===== src/rtl/video_pkg.sv =====
// Shared definitions for the video source path: FSM encoding and default stream geometry.
package video_pkg;

  localparam int VIDEO_PIX_W   = 8;
  localparam int VIDEO_N_PIXEL = 480000;

  localparam logic [1:0] VSM_IDLE   = 2'd0;
  localparam logic [1:0] VSM_START  = 2'd1;
  localparam logic [1:0] VSM_STREAM = 2'd2;
  localparam logic [1:0] VSM_DONE   = 2'd3;

  typedef enum logic [1:0] {
    ST_IDLE   = VSM_IDLE,
    ST_START  = VSM_START,
    ST_STREAM = VSM_STREAM,
    ST_DONE   = VSM_DONE
  } vsm_state_t;

endpackage


===== src/rtl/sync2.sv =====
// Two-flop synchroniser for slow asynchronous inputs such as DIP switches.
module sync2 #(
  parameter int W = 1
) (
  input  logic         clk_10M,
  input  logic         reset,
  input  logic [W-1:0] d,
  output logic [W-1:0] q
);

  logic [W-1:0] meta;

  always_ff @(posedge clk_10M) begin
    if (reset) begin
      meta <= '0;
      q    <= '0;
    end else begin
      meta <= d;
      q    <= meta;
    end
  end

endmodule


===== src/rtl/video_source_mux.sv =====
// N-way pixel source selector; the source is latched per frame so a frame never mixes sources.
//
//   state  | meaning
//   IDLE   | no source active; waits for frame_start, then latches the synced select
//   START  | start request to the latched source; waits for that source's ack
//   STREAM | combinational pass-through of the latched source, counting handshakes
//   DONE   | single cycle; frame counted on exit
module video_source_mux
  import video_pkg::*;
#(
  parameter int N_SRC   = 4,
  parameter int SEL_W   = 2,
  parameter int PIX_W   = VIDEO_PIX_W,
  parameter int N_PIXEL = VIDEO_N_PIXEL,
  parameter int CNT_W   = 19
) (
  input  logic                     clk_10M,
  input  logic                     reset,
  input  logic [SEL_W-1:0]         sel,
  input  logic                     frame_start,
  output logic                     frame_start_ack,
  output logic [N_SRC-1:0]         src_start,
  input  logic [N_SRC-1:0]         src_start_ack,
  input  logic [N_SRC-1:0]         src_valid,
  input  logic [N_SRC*PIX_W-1:0]   src_pixel,
  output logic [N_SRC-1:0]         src_ready,
  output logic                     out_valid,
  output logic [PIX_W-1:0]         out_pixel,
  input  logic                     out_ready,
  output logic [SEL_W-1:0]         active_src,
  output logic [7:0]               frame_count,
  output logic                     switch_pending,
  output logic                     sel_error
);

  localparam logic [31:0]      N_SRC_U  = N_SRC;
  localparam logic [CNT_W-1:0] LAST_PIX = CNT_W'(N_PIXEL - 1);

  logic [SEL_W-1:0] sel_s;
  logic             sel_oob;
  vsm_state_t       state, state_nxt;
  logic [CNT_W-1:0] pix_cnt;
  logic [N_SRC-1:0] active_onehot;
  logic             act_valid, act_ack, handshake, last_pix;
  logic [PIX_W-1:0] act_pixel;

  sync2 #(.W(SEL_W)) u_sel_sync (
    .clk_10M (clk_10M),
    .reset   (reset),
    .d       (sel),
    .q       (sel_s)
  );

  assign sel_oob        = 32'(sel_s) >= N_SRC_U;
  assign sel_error      = sel_oob;
  assign switch_pending = (sel_s != active_src);

  assign active_onehot = {{(N_SRC-1){1'b0}}, 1'b1} << active_src;
  assign act_valid     = src_valid[active_src];
  assign act_ack       = src_start_ack[active_src];
  assign act_pixel     = src_pixel[active_src*PIX_W +: PIX_W];
  assign handshake     = act_valid & out_ready;
  assign last_pix      = (pix_cnt == LAST_PIX);

  always_comb begin
    state_nxt = state;
    src_start = '0;
    src_ready = '0;
    out_valid = 1'b0;
    out_pixel = '0;
    case (state)
      ST_IDLE: begin
        if (frame_start) state_nxt = ST_START;
      end
      ST_START: begin
        src_start = active_onehot;
        if (act_ack) state_nxt = ST_STREAM;
      end
      ST_STREAM: begin
        out_valid = act_valid;
        out_pixel = act_pixel;
        src_ready = active_onehot & {N_SRC{out_ready}};
        if (handshake && last_pix) state_nxt = ST_DONE;
      end
      ST_DONE: state_nxt = ST_IDLE;
      default: state_nxt = ST_IDLE;
    endcase
  end

  always_ff @(posedge clk_10M) begin
    if (reset) begin
      state           <= ST_IDLE;
      active_src      <= '0;
      pix_cnt         <= '0;
      frame_count     <= '0;
      frame_start_ack <= 1'b0;
    end else begin
      state           <= state_nxt;
      frame_start_ack <= (state == ST_START) && act_ack;
      // Out-of-range selections fall back to source 0 rather than an unconnected index.
      if (state == ST_IDLE && frame_start)
        active_src <= sel_oob ? '0 : sel_s;
      if (state == ST_START && act_ack)
        pix_cnt <= '0;
      else if (state == ST_STREAM && handshake)
        pix_cnt <= last_pix ? '0 : pix_cnt + CNT_W'(1);
      if (state == ST_DONE)
        frame_count <= frame_count + 8'd1;
    end
  end

endmodule


===== config.mk =====
export PLATFORM = sky130hd
export DESIGN_NAME = video_source_mux
export DESIGN_NICKNAME = d
export VERILOG_FILES = /design/src/rtl/video_pkg.sv /design/src/rtl/sync2.sv /design/src/rtl/video_source_mux.sv
export SDC_FILE = /design/constraint.sdc
export NUM_CORES = 1
export LEC_CHECK = 0
export ABC_AREA = 1
export ABC_CLOCK_PERIOD_IN_PS = 1900
export BUFFER_PORTS_ARGS = -buffer_cell sky130_fd_sc_hd__buf_2
export CAP_MARGIN = 20
export CORE_UTILIZATION = 40
export CTS_BUF_LIST = sky130_fd_sc_hd__clkbuf_8 sky130_fd_sc_hd__clkbuf_16
export DETAILED_ROUTE_END_ITERATION = 8
export PLACE_DENSITY = 0.66
export SETUP_SLACK_MARGIN = 0.5
export SLEW_MARGIN = 30
export SYNTH_ARGS = -nofsm -noshare
export SYNTH_HDL_FRONTEND = slang
export SYNTH_SLANG_ARGS = --single-unit

===== constraint.sdc =====
create_clock -name clk_10M -period 1.9 [get_ports clk_10M]
set_input_delay 0.38 -clock clk_10M [delete_from_list [all_inputs] [get_ports clk_10M]]
set_output_delay 0.38 -clock clk_10M [all_outputs]
set_load 0.05 [all_outputs]

==> key figures <==
Critical path
  • Critical path launch point type: flip-flop
  • Flop-to-flop setup slack: 0.17 ns
  • WP data arrival: 1.49 ns
  • CP Capture Type: primary output
  • Required time worst endpoint: 1.52 ns
  • CP Class: flip-flop to primary output
  • Crit Path Max Fanout: 7

Clocking
  • CTS root buf: clkbuf_8
  • CTS max path bufs: 2
  • CTS tree: done
  • CTS Buf Count: 5
  • CTS H-tree lvls: 2
  • Reg clk slew, reported paths: 0.07 ns
  • Clock Sink Count: 36
  • Hold_buf cts: 0
  • Clock Latency Late Sink: 0.30 ns

Final layout
  • Util after Layout: 73.0%
  • Layout area overhead: 76.4%
  • Fraction of layout cells with a size suffix above 1: 50.9%
  • Fin nets: 530
  • Ant. Diodes: 0

Synthesis
  • Top FF cell, synth: dfxtp_1
  • Post-synth top cells: nand2_1 (104), nor2_1 (58), inv_1 (45)
  • Synth Warn #: 0
  • Synth top area share: 31.8%
  • Mapped Area: 2270 sq um
  • Number of synthesized register bits: 36
  • Sequential share of the synthesized area: 31.8%
  • Most frequent cell after synthesis: nand2_1
  • Net count after synthesis: 415
  • Largest area contributor in the netlist: dfxtp_1
  • Cells after synthesis: 362
  • Share of flip-flops with an asynchronous set or reset: 0%
  • Synth unique cells: 32
  • Post-synth EDFFs: 0
  • Syn_area_per_cell: 6.26 sq um
  • Synth area leaders: dfxtp_1 (32%), nand2_1 (17%), nor2_1 (9.6%)

STA
  • Final setup vio count: 0
  • Fin worst setup slack: 0.0337 ns
  • RSZ-0062 raised after global routing: yes
  • Fin crit period: 1.87 ns
  • Fmax: 0.536 GHz
  • Max Slew Vio Count: 0
  • Hold_ws: 0.289 ns
  • Final Skew: 0.00842 ns
  • Fin. Hold Viols: 0
  • Setup TNS: 0 ns
  • Fin crit share: 98.2%

Routing
  • M1 wire length: 3140 um
  • ANT nets after route: 0
  • Initial DRC count: 195
  • Metal3 WL: 390 um
  • Vias: 2,829
  • Met2 WL: 4150 um
  • Via density: 5.15
  • DR top layer: met4
  • DRT Pass-1 Iters: 4
  • WL per Instance: 14.4 um
  • Drt drc: 0
  • Final WL: 7900 um

Floorplan
  • Area of the core: 5470 sq um
  • Top-Level Pins: 76
  • Initial Util: 41.4%
  • Rows: 27
  • Chip width: 77.3 um
  • Die H: 77.3 um
  • Die area: 5970 sq um

Global route
  • First-pass GRT wire length: 12,200 um
  • GRT Util Overall: 25.5%
  • Initial antenna violation count: 0
  • Largest net degree at the start of global routing: 11
  • Vias in the first global route: 2,689
  • Grt ovf: 0

Power
  • VDD IR max: 0.000691 V
  • PD cells: 921 nW/um^2
  • Leak: 0.00169 uW

Placed design
  • IO buf count: 74
  • Dpl ws: 0.212 ns
  • Hpwl dp: 4530 um
  • Placer Congestion: 0.824

Status
  • Status: completed

Worst hold path
  • Hold Crit Class: input pin to flip-flop

Job
  • Max cap viols: 0
## metal layers
| layer | vias to the layer above | global-route usage [%] |
|---|---|---|
| met5 | - | 0 |
| met4 | 0 | 8.30 |
| met3 | 27 | 5.24 |
| met2 | 110 | 48.1 |
| met1 | 1307 | 28.1 |
| li1 | 1385 | - |
## report_power, final
part           total (uW)  switching (uW)  internal (uW)
Combinational        2230            1340            896
Sequential            916            93.8            823
Clock                 530             286            244
## area by class of cell
| type | count | area (sq um) |
|---|---|---|
| multi-input combinational | 274 | 1960 |
| fill | 406 | 1480 |
| timing repair buffer | 110 | 878 |
| sequential | 36 | 749 |
| inverter | 50 | 240 |
| tap | 72 | 90.1 |
| clock buffer | 5 | 68.8 |
| clock inverter | 2 | 8.76 |
## final timing paths
| path | from | to | cells after the start |
|---|---|---|---|
| hold reg to reg | u_sel_sync.meta[1] | u_sel_sync.q[1] | 2 |
| setup reg to reg | active_src[0] | state[0] | 14 |
| hold / removal | sel[1] | u_sel_sync.meta[1] | 3 |
| setup / recovery | active_src[1] | out_pixel[6] | 4 |
## worst max-delay path, cell delays in order, from the launching register on
cell and delay, ns:
dfxtp_4 0.40, nor2_2 0.26, a22oi_1 0.18, a31oi_4 0.14, buf_4 0.21
## kinds of logic (layout without fill, tap and decap cells)
family | count (synthesis) | in the layout | synth area share (%)
other cells | 1 | 1 | 0.165
flops | 36 | 36 | 31.8
buf+inv | 55 | 167 | 9.99
fa+ha+maj | 7 | 7 | 3.87
compound gates | 42 | 42 | 10.8
xor+xnor | 4 | 4 | 1.55
simple gates | 217 | 220 | 41.8
## sequential cells by signal, indices dropped and copies added (netlist names)
register         cells
active_src           2
u_sel_sync.q         2
state                2
u_sel_sync.meta      2
pix_cnt             19
frame_count          8
frame_start_ack      1
## metrics by stage
step	area, sq um	instances	total power, uW
6_report	4000	549	3680
5_1_grt	4000	549	3830
4_1_cts	3650	543	3370
3_5_place_dp	2980	505	2300
3_3_place_gp	2980	505	2290
2_1_floorplan	2550	362	2060
## what timing repair did
action | in CTS | in global routing
endpoints found under the setup margin | 43 | 45
pin swaps | 30 | 38
resized for setup | 113 | 75
setup buffers | 28 | 6
gates cloned | 3 | 0
endpoints found under the hold margin | 0 | 0
## cells in the final DEF, fill, tap and decap left out, types with 11 or more instances in the layout
cell type	n
nor2_4	21
buf_8	11
buf_4	17
nand2_2	27
buf_6	28
nand3_1	12
inv_1	38
nor2_1	37
dfxtp_1	27
nand2_1	74
buf_2	54
(Power assumes the default switching activity.)
